## src/rtl/bus_xfer_ctrl.sv

```systemverilog
// Break-before-make sequencer for the CPU/RAM 8-bit bus transceiver.
// Handles turnaround on direction change, RAM strobes, and the CPU req/ack handshake.
module bus_xfer_ctrl #(
    parameter int TURN_CYCLES   = 1,
    parameter int ACCESS_CYCLES = 2
) (
    input  logic       clk,
    input  logic       rst_n,
    input  logic       req,
    input  logic       we,
    input  logic [7:0] wdata,
    output logic [7:0] rdata,
    output logic       ack,
    output logic       busy,
    output logic       bus_oe_n,
    output logic       bus_dir,
    output logic       bus_drive,
    input  logic [7:0] bus_din,
    output logic       mem_ce_n,
    output logic       mem_we_n
);

    // Handshake: req is a level held stable with we/wdata until the one-cycle
    // ack pulse; a req still high when the transfer finishes starts a new one.
    typedef enum logic [1:0] {IDLE, TURN, ACCESS, RECOVER} state_t;

    localparam logic [3:0] T_LAST = 4'(TURN_CYCLES - 1);
    localparam logic [3:0] A_LAST = 4'(ACCESS_CYCLES - 1);
    localparam logic [3:0] A_HOLD = 4'(ACCESS_CYCLES - 2);

    state_t     state;
    logic [3:0] cnt;
    logic       we_q;

    // Write data is driven externally under bus_drive; it never enters this block.
    logic unused_wdata;
    assign unused_wdata = ^wdata;

    always_ff @(posedge clk or negedge rst_n) begin
        if (!rst_n) begin
            state     <= IDLE;
            cnt       <= 4'd0;
            we_q      <= 1'b0;
            rdata     <= 8'h00;
            ack       <= 1'b0;
            busy      <= 1'b0;
            bus_oe_n  <= 1'b1;
            bus_dir   <= 1'b0;
            bus_drive <= 1'b0;
            mem_ce_n  <= 1'b1;
            mem_we_n  <= 1'b1;
        end else begin
            case (state)
                // The edge leaving RECOVER samples req exactly like IDLE does,
                // so a held req yields back-to-back transfers.
                IDLE, RECOVER: begin
                    ack <= 1'b0;
                    if (req) begin
                        we_q <= we;
                        busy <= 1'b1;
                        cnt  <= 4'd0;
                        if (we != bus_dir) begin
                            bus_dir <= we;
                            state   <= TURN;
                        end else begin
                            state     <= ACCESS;
                            bus_oe_n  <= 1'b0;
                            mem_ce_n  <= 1'b0;
                            bus_drive <= we;
                            mem_we_n  <= ~we;
                        end
                    end else begin
                        state <= IDLE;
                        busy  <= 1'b0;
                    end
                end
                TURN: begin
                    if (cnt == T_LAST) begin
                        state     <= ACCESS;
                        cnt       <= 4'd0;
                        bus_oe_n  <= 1'b0;
                        mem_ce_n  <= 1'b0;
                        bus_drive <= we_q;
                        mem_we_n  <= ~we_q;
                    end else begin
                        cnt <= cnt + 4'd1;
                    end
                end
                ACCESS: begin
                    if (cnt == A_LAST) begin
                        state     <= RECOVER;
                        cnt       <= 4'd0;
                        bus_oe_n  <= 1'b1;
                        mem_ce_n  <= 1'b1;
                        bus_drive <= 1'b0;
                        mem_we_n  <= 1'b1;
                        ack       <= 1'b1;
                        if (!we_q) rdata <= bus_din;
                    end else begin
                        cnt <= cnt + 4'd1;
                        // Release the write stroke one cycle early to hold data.
                        if (cnt == A_HOLD) mem_we_n <= 1'b1;
                    end
                end
                default: state <= IDLE;
            endcase
        end
    end

endmodule

```

## config.mk

```make
export PLATFORM = sky130hd
export DESIGN_NAME = bus_xfer_ctrl
export DESIGN_NICKNAME = d
export VERILOG_FILES = /design/src/rtl/bus_xfer_ctrl.sv
export SDC_FILE = /design/constraint.sdc
export NUM_CORES = 1
export LEC_CHECK = 0
export BUFFER_PORTS_ARGS = -buffer_cell sky130_fd_sc_hd__buf_2
export CAP_MARGIN = 10
export CORE_MARGIN = 4
export CORE_UTILIZATION = 50
export DETAILED_ROUTE_END_ITERATION = 6
export PLACE_DENSITY = 0.76
export SLEW_MARGIN = 20
export SYNTH_ARGS = -nofsm -noshare
export SYNTH_HDL_FRONTEND = slang
export SYNTH_SLANG_ARGS = --single-unit
```

## constraint.sdc

```tcl
create_clock -name clk -period 3.51 [get_ports clk]
set_input_delay 0.1755 -clock clk [delete_from_list [all_inputs] [get_ports clk]]
set_output_delay 0.1755 -clock clk [all_outputs]
set_load 0.1 [all_outputs]
```

Word level (Yosys, flattened, before mapping). Cells that the tools add are included.

Input bits: 20. Register bits after elaboration: 21. Logic and storage cells: 61.

Add/subtract/negate cells: 1. Muxes and demuxes: 27. Equality and inequality tests: 10. Bitwise gates (word level): 2. Reductions and logical operators: 11.

Operators by type and width (count): $mux 1 (14); $mux 4 (3); $pmux 4 s3 (1); $pmux 1 s3 (3); $mux 2 (4); $ne 2x2->1 const B (4); $reduce_and 4->1 (2); $pmux 2 s3 (1); $reduce_and 2->1 (3); $reduce_and 3->1 (2); $add 4x1->4 const B (1); $eq 2x2->1 const B (2); $eq 4x1->1 const B (1); $logic_not 4->1 (1); $ne 3x3->1 const B (1); $eq 2x1->1 const B (1); $logic_not 2->1 (1); $not 1->1 (2); $pmux 1 s2 (1); $reduce_bool 2->1 (1); $reduce_or 2->1 (1); $ne 1x1->1 (1).

Logic depth before layout (Yosys ltp). Gate-level depths: netlist of run 1.

Depth after elaboration: 4. Gate-level depth with buffers: 6. Depth with buffers taken out: 6.

Worst setup path before layout of run 1. Ideal clock, no wire load.

Path type: flip-flop to flip-flop. Start: register bus_dir. End: register mem_we_n. Data required time: 3425 ps. Arrival time: 1941 ps. Setup slack: 1484 ps. Period minus slack after synthesis: 2026 ps. Stages on the path, launching flop included: 5. Library setup time: 85 ps. Cells stage by stage: dfrtp_1 xor2_1 a221oi_2 a21boi_2 mux2_1.

Word-level cells in the longest chain between the ends: 3.

Ends and longest elaborated chain: from (decl) (line 16) `output logic bus_dir,`; from (signal assigned) (line 63) `bus_dir <= we;`; $ne 1x1->1 (line 62) `if (we != bus_dir) begin`; $ne 2x2->1 (no source line); $reduce_and 4->1 (no source line); to (signal assigned) (line 70) `mem_we_n <= ~we;`; to (signal assigned) (line 84) `mem_we_n <= ~we_q;`; to (decl) (line 20) `output logic mem_we_n`.

Every way passes these cells. A chain may end at the register's enable or synchronous reset.

Worst setup path after layout of run 1.
Start: register cnt[1]. End: register bus_drive.

Word-level cells in the longest chain between the ends: 3. Elaborated cells between the ends (all ways): 5. Classes of those cells: eq/ne (3); reduce/logical (2).

Ends and longest elaborated chain: from (decl) (line 32) `logic [3:0] cnt;`; from (signal assigned) (line 86) `cnt <= cnt + 4'd1;`; from (signal assigned) (line 100) `cnt <= cnt + 4'd1;`; $eq 4x1->1 or $logic_not 4->1 (tied branches) (line 90, 78); $ne 2x2->1 (no source line); $reduce_and 4->1 (no source line) (*); to (signal assigned) (line 69) `bus_drive <= we;`; to (signal assigned) (line 83) `bus_drive <= we_q;`; to (decl) (line 17) `output logic bus_drive,`.

Every way passes the cells marked *; elsewhere a longest branch is shown, timed or not.

==> results of run 1 <==
final cells by class:
cell class,instances,share of cell area [%]
timing repair buffer,27,11.3
sequential,21,42.6
clock buffer,4,2.12
tap,27,2.73
multi-input combinational,60,38.8
inverter,8,2.42
through the flow:
stage | util, % | setup slack, ns | hold WS, ns | area [um2]
after global routing | 62.5 | 1.25 | 0.0815 | 1240
after CTS | 62.5 | 1.37 | 0.0870 | 1240
final | 62.5 | 1.35 | 0.0967 | 1240
after floorplan | - | 1.48 | -0.120 | 1050
after global placement | 60.7 | 1.45 | 0.149 | 1200
after detailed placement | 60.7 | 1.38 | 0.154 | 1200
layer usage:
| metal | vias up | share of wire (%) |
|---|---|---|
| met2 | 19 | 52 |
| met3 | 5 | 3.8 |
| met5 | - | 0 |
| met1 | 377 | 43 |
| li1 | 374 | - |
| met4 | 0 | 1.8 |
cells in the final DEF (no fill, tap or decap), drive strengths merged, types with 2 or more instances in the layout:
cell type  instances
dfstp              2
inv                8
o31ai              2
xor2               2
clkbuf             4
nor2               3
a21o               2
a21oi              4
buf               26
a31oi              2
or3b               2
o21ai              6
nor2b              2
dfrtp             19
mux2              10
ha                 6
nand2              7
path summary, 6_finish.rpt:
path | endpoint | slack (ns) | depth (start not counted) | start
setup / recovery | bus_drive | 1.35 | 6 | cnt[1]
hold / removal | rdata[3] | 0.1 | 2 | bus_din[3]
setup reg to reg | bus_drive | 1.35 | 6 | cnt[1]
hold reg to reg | bus_drive | 0.51 | 1 | bus_drive
max in group asynchronous | mem_ce_n | 2.82 | 2 | rst_n
min in group asynchronous | cnt[1] | 0.34 | 2 | rst_n
registers in the layout (all words and copies together) (netlist names):
| signal | flops |
|---|---|
| state | 2 |
| mem_ce_n | 1 |
| busy | 1 |
| ack | 1 |
| bus_drive | 1 |
| rdata | 8 |
| mem_we_n | 1 |
| bus_dir | 1 |
| we_q | 1 |
| cnt | 4 |
logic make-up after synthesis:
family	after synthesis	share of synthesized area (%)
muxes	10	11.1
xor gates and xnor gates	3	2.50
DFF	21	50.3
buffers and inverters	10	3.93
and+or+nand+nor	18	9.30
adders and majority gates	6	7.15
AOI/OAI and AO/OA	23	15.7
what timing repair did:
action	in CTS	in global routing
hold buffers	1	0
setup buffers	0	0
hold endpoints to repair	19	0
==> summary.txt, run 1 <==
M1 GR Usage: 18.2%
CP Data Required Time: 3.71 ns
Hold Vio Cnt, Final: 0
Worst hold-check path type: in -> reg
Synth warn: 0
Run status: finished, final reports clean
Vias: 775
Storage element area: 528 um2
Core area: 1980 um2
Slew headroom: 67.3%
F_max: 463 MHz
Initial Util: 53.0%
Mapped cell area: 1050 um2
Longest Clk Path Bufs: 2
Net count reported at finish: 147
Setup TNS: 0 ns
Final wirelength: 2030 um
Met2 usage: 25.6%
EDFF count, synth: 0
Cell family with most CP delay: simple AND/OR/NAND/NOR gates
Async S/R FF share, synth: 100%
Sequential area share after synthesis: 50.3%
GRT met3 Usage: 3.32%
Critical path, cell by cell: inv_1 -> ha_1 -> or3b_1 -> a22oi_2 -> nand2_2 -> mux2_4
Share of layout cells above drive strength 1: 38.3%
Synth top area cells: dfrtp_1 (45%), mux2_2 (8.6%), ha_1 (7.2%)
Reported max-cap violation count: 0
Synth area leader: dfrtp_1
Slowest cell delay on critical path: 0.44 ns
Post-CTS resize count: 0
RSZ-0062 raised after global routing: no
Cells after Synth: 91
CTS Sinks: 21
DP HPWL: 1590 um
Synth unique cells: 33
Global-route wire length before repair: 3110 um
CP startpoint kind: flop
Final min period: 2.16 ns
Total CTS buffers: 3
Largest net degree at the start of global routing: 22
Final Wtd Congestion: 0.789
# IOs: 35
GRT Total Usage: 15.3%
Crit path max fanout: 7
Most used DFF post-synth: dfrtp_1
Worst-margin pin slew: 0.493 ns
Share of the synthesized area in the top cell type: 45.3%
Die Area: 2900 um2
Rows: 16
Vias in the first global route: 746
Fin. max-slew vios: 0
Syn_nets: 117
Clock latency at the later pin of the worst-skew pair: 0.30 ns
Gr ovfl total: 0
Placed Cells: 142
Routed WL per cell: 13.8 um
Critical Path AT: 2.36 ns
Top post-synthesis cells by count: dfrtp_1 (19), inv_1 (8), mux2_2 (8)
CP Buf/Inv Count: 1
Via density: 5.27
Drt first pass iters: 4
Routed Antenna Nets: 0
Initial antenna violation count: 0
PortBufs: 26
Area Growth Syn to Fin: 18.0%
H-tree levels: 1
Crit-path slowest cell: dfrtp_1
CP Capture Type: flop
1st-iter DRT viols: 9
DRC errors left: 0
Footprint of the multi-input gates: 480 um2
Clk_skew: 0.000959 ns
CP Class: reg -> reg
Final setup fails: 0
TritonCTS clock tree: done
Die Wd: 53.8 um
# fillers: 159
Die Height: 53.8 um
Most numerous cell in the Yosys netlist: dfrtp_1
Register bit total from synthesis: 21
Most Used Layer, Global Route: met2
Final Non-Filler Cells: 147
Worst-path clk slew: 0.11 ns
Antenna diodes: 0
Syn_area_per_cell: 11.5 um2
Period Utilization, post-route: 61.5%
CTS root buffer: clkbuf_4
Power of run 1 is left out: the tool's default activity adds up to more than one toggle a clock period on the data nets, which glitch-free logic cannot reach.
==> run 2, diff against run 1 <==
Settings changed: CORE_UTILIZATION 50 to 49, PLACE_DENSITY 0.76 to 0.75.
Clock period 3.51 ns to 2 ns, I/O delays scaled along.
==> summary.txt, run 2 (synthesis results as in run 1) <==
Run status: finished, final reports clean
Biggest register: rdata
CTS root buffer: clkbuf_4
Longest Clk Path Bufs: 2
Initial antenna violation count: 0
Die Area: 2950 um2
Total CTS buffers: 3
Largest net degree at the start of global routing: 22
Gr ovfl total: 0
Core area: 2000 um2
Storage element area: 529 um2
Final Wtd Congestion: 0.744
Worst hold-check path type: in -> reg
Area Growth Syn to Fin: 26.0%
GRT Total Usage: 16.8%
DP HPWL: 1700 um
Final min period: 1.93 ns
Final wirelength: 2190 um
Share of layout cells above drive strength 1: 45.0%
# fillers: 164
Crit path max fanout: 2
# IOs: 35
Die Height: 54.3 um
Reported max-cap violation count: 0
Clock latency at the later pin of the worst-skew pair: 0.30 ns
Final setup fails: 0
Critical Path AT: 2.17 ns
Routed WL per cell: 14.1 um
Antenna diodes: 0
DRC errors left: 0
CP startpoint kind: flop
Footprint of the multi-input gates: 492 um2
Design area: 1320 um2
Vias in the first global route: 729
CP Capture Type: flop
PortBufs: 26
Most frequent cells in the layout: buf_2 (26), dfrtp_1 (18), mux2_2 (9)
Rows: 16
Drt first pass iters: 4
Worst-margin pin slew: 0.492 ns
Dpl ws: 0.0586 ns
Fin. max-slew vios: 0
Period Utilization, post-route: 96.4%
Dpl cell area: 1260 um2
Biggest regs: rdata (8), cnt (4), state (2)
Hold Vio Cnt, Final: 0
Vias: 804
Fin worst setup slack: 0.0723 ns
Via density: 5.15
Initial Util: 52.4%
Net count reported at finish: 156
Fin util: 66.1%
Most common cell after layout, fill and taps aside: buf_2
Routed Antenna Nets: 0
Max FFs per register: 8
Die Wd: 54.3 um
Global-route wire length before repair: 3420 um
H-tree levels: 1
CP Class: reg -> reg
Clk_skew: 0.00869 ns
TritonCTS clock tree: done
F_max: 519 MHz
CP Data Required Time: 2.24 ns
CTS Sinks: 21
Slew headroom: 67.0%
Worst-path clk slew: 0.12 ns
1st-iter DRT viols: 14
run 2: critical path, cell delays in order, from the launching register on:
cell and delay, ns:
dfrtp_1 0.40, inv_2 0.07, ha_1 0.15, or3b_4 0.40, a221oi_4 0.29, a21boi_2 0.21
mux2_2 0.35
run 2: path summary, 6_finish.rpt:
kind                            cells past startpoint  slack [ns]        from        to
worst max register to register                      6        0.07      cnt[0]  mem_we_n
worst max-delay path                                6        0.07      cnt[0]  mem_we_n
worst min register to register                      1        0.51    rdata[7]  rdata[7]
worst min-delay path                                2        0.03  bus_din[4]  rdata[4]
min in group asynchronous                           2        0.26       rst_n    cnt[3]
max in group asynchronous                           2        1.40       rst_n   bus_dir
run 2: what timing repair did:
| item | 4_1_cts | 5_1_grt |
|---|---|---|
| endpoints found under the setup margin | 0 | 1 |
| hold endpoints to repair | 19 | 1 |
| hold buffers | 1 | 1 |
| buffers inserted | 0 | 1 |
| gates resized for setup | 0 | 3 |
run 2: through the flow:
step                cells  setup TNS [ns]  hold slack, ns
floorplan              91               0          -0.196
global placement      149               0          0.0736
detailed placement    149               0          0.0736
CTS                   154               0          0.0215
global route          156         -0.0185         0.00722
finish                156               0          0.0306
run 2: routing by layer:
metal / wire length (um) / up-vias / part of all wire [%] / track usage (%)
li1: - / 393 / - / -
met2: 1130 / 18 / 52 / 26.3
met4: 32 / 0 / 1.5 / 8.71
met5: 0 / - / 0 / 0
met1: 941 / 387 / 43 / 21.7
met3: 87 / 6 / 4.0 / 3.54
run 2: final cells by class:
cell class / count / area share, %
repair buffers: 36 / 15.9
clock buffers: 3 / 1.70
multi-input cells: 60 / 37.2
inverters: 8 / 2.27
well taps: 27 / 2.55
flip-flops and latches: 21 / 40.0
clock inverters: 1 / 0.378
Power of run 2 is left out for the same reason.
==> run 3, diff against run 2 <==
Settings changed: BUFFER_PORTS_ARGS -buffer_cell sky130_fd_sc_hd__buf_2 to -buffer_cell sky130_fd_sc_hd__clkbuf_2.
==> summary.txt, run 3 (synthesis results as in run 1) <==
RSZ-0062 raised after global routing: no
Net count reported at finish: 155
Dpl ws: 0.0870 ns
Final wirelength: 2010 um
DRT met1 WL: 849 um
Longest Clk Path Bufs: 2
Gr ovfl total: 0
Slew headroom: 63.9%
Final min period: 1.92 ns
Worst-margin pin slew: 0.544 ns
Fin worst setup slack: 0.0754 ns
Clock latency at the later pin of the worst-skew pair: 0.31 ns
Crit path max fanout: 2
Clk_skew: 0.00440 ns
Initial Util: 52.4%
DP HPWL: 1580 um
Fin. max-slew vios: 0
Area Growth Syn to Fin: 25.3%
Rows: 16
Drt first pass iters: 4
Hold Vio Cnt, Final: 0
Setup TNS: 0 ns
H-tree levels: 1
Most common cell after layout, fill and taps aside: clkbuf_2
Worst hold-check path type: in -> reg
Biggest regs: rdata (8), cnt (4), state (2)
Routed Antenna Nets: 0
Vias in the first global route: 717
Setup repair bufs after CTS: 0
# IOs: 35
Routed WL per cell: 13.0 um
Max FFs per register: 8
Global-route wire length before repair: 3240 um
CTS Sinks: 21
Die Wd: 54.3 um
Biggest register: rdata
Met3 routed WL: 113 um
TritonCTS clock tree: done
Vias: 798
Met2 wire len: 1020 um
Top Metal Used: met4
PortBufs: 26
CP Class: reg -> reg
CP Data Required Time: 2.24 ns
Final setup fails: 0
Core area: 2000 um2
Most frequent cells in the layout: clkbuf_2 (26), dfrtp_1 (18), inv_1 (8), mux2_2 (8), buf_4 (7)
Critical Path AT: 2.16 ns
CTS root buffer: clkbuf_4
CP Capture Type: flop
GRT Total Usage: 15.6%
1st-iter DRT viols: 10
Period Utilization, post-route: 96.2%
Share of layout cells above drive strength 1: 43.0%
Largest net degree at the start of global routing: 22
Via density: 5.15
Total CTS buffers: 3
F_max: 520 MHz
DRC errors left: 0
Die Height: 54.3 um
Run status: finished, final reports clean
Worst-path clk slew: 0.11 ns
Reported max-cap violation count: 0
Antenna diodes: 0
CP startpoint kind: flop
Die Area: 2950 um2
Initial antenna violation count: 0
Final Wtd Congestion: 0.793
run 3: repair_timing:
| item | in CTS | in global routing |
|---|---|---|
| endpoints found under the setup margin | 0 | 1 |
| gates resized for setup | 0 | 1 |
| hold buffers | 1 | 1 |
| endpoints found under the hold margin | 19 | 1 |
run 3: metal layers:
layer,vias to the layer above,track usage [%]
met2,17,23.9
met4,0,4.98
li1,393,-
met1,383,20.3
met3,5,5.99
met5,-,0
run 3: through the flow:
step / instances / utilization [%] / hold WS (ns) / instance area (um2)
6_report: 155 / 65.7 / 0.0176 / 1320
5_1_grt: 155 / 65.7 / 0.000233 / 1320
4_1_cts: 154 / 64.6 / 0.00993 / 1290
3_5_place_dp: 149 / 62.7 / 0.0983 / 1260
3_3_place_gp: 149 / 62.7 / 0.0861 / 1260
2_1_floorplan: 91 / - / -0.196 / 1050
run 3: cell type report:
type	count	area (um2)
Clock buffer	3	22.5
Clock inverter	1	5.00
Fill cell	147	687
Inverter	8	30.0
Multi-Input combinational cell	60	492
Sequential cell	21	529
Tap cell	27	33.8
Timing Repair Buffer	35	203
run 3: worst max-delay path, stage by stage (launching register included):
cell      delay [ns]
dfrtp_1         0.40
inv_1           0.08
ha_1            0.16
or3b_4          0.40
a221oi_4        0.29
a21boi_2        0.20
mux2_1          0.33
run 3: path summary, 6_finish.rpt:
kind | depth (start not counted) | slack, ns | from | end
max | 6 | 0.08 | cnt[0] | mem_we_n
min | 2 | 0.02 | bus_din[3] | rdata[3]
max reg2reg | 6 | 0.08 | cnt[0] | mem_we_n
min reg2reg | 1 | 0.52 | rdata[4] | rdata[4]
max in group asynchronous | 2 | 1.36 | rst_n | bus_dir
min in group asynchronous | 2 | 0.28 | rst_n | cnt[1]
Power of run 3 is left out for the same reason.
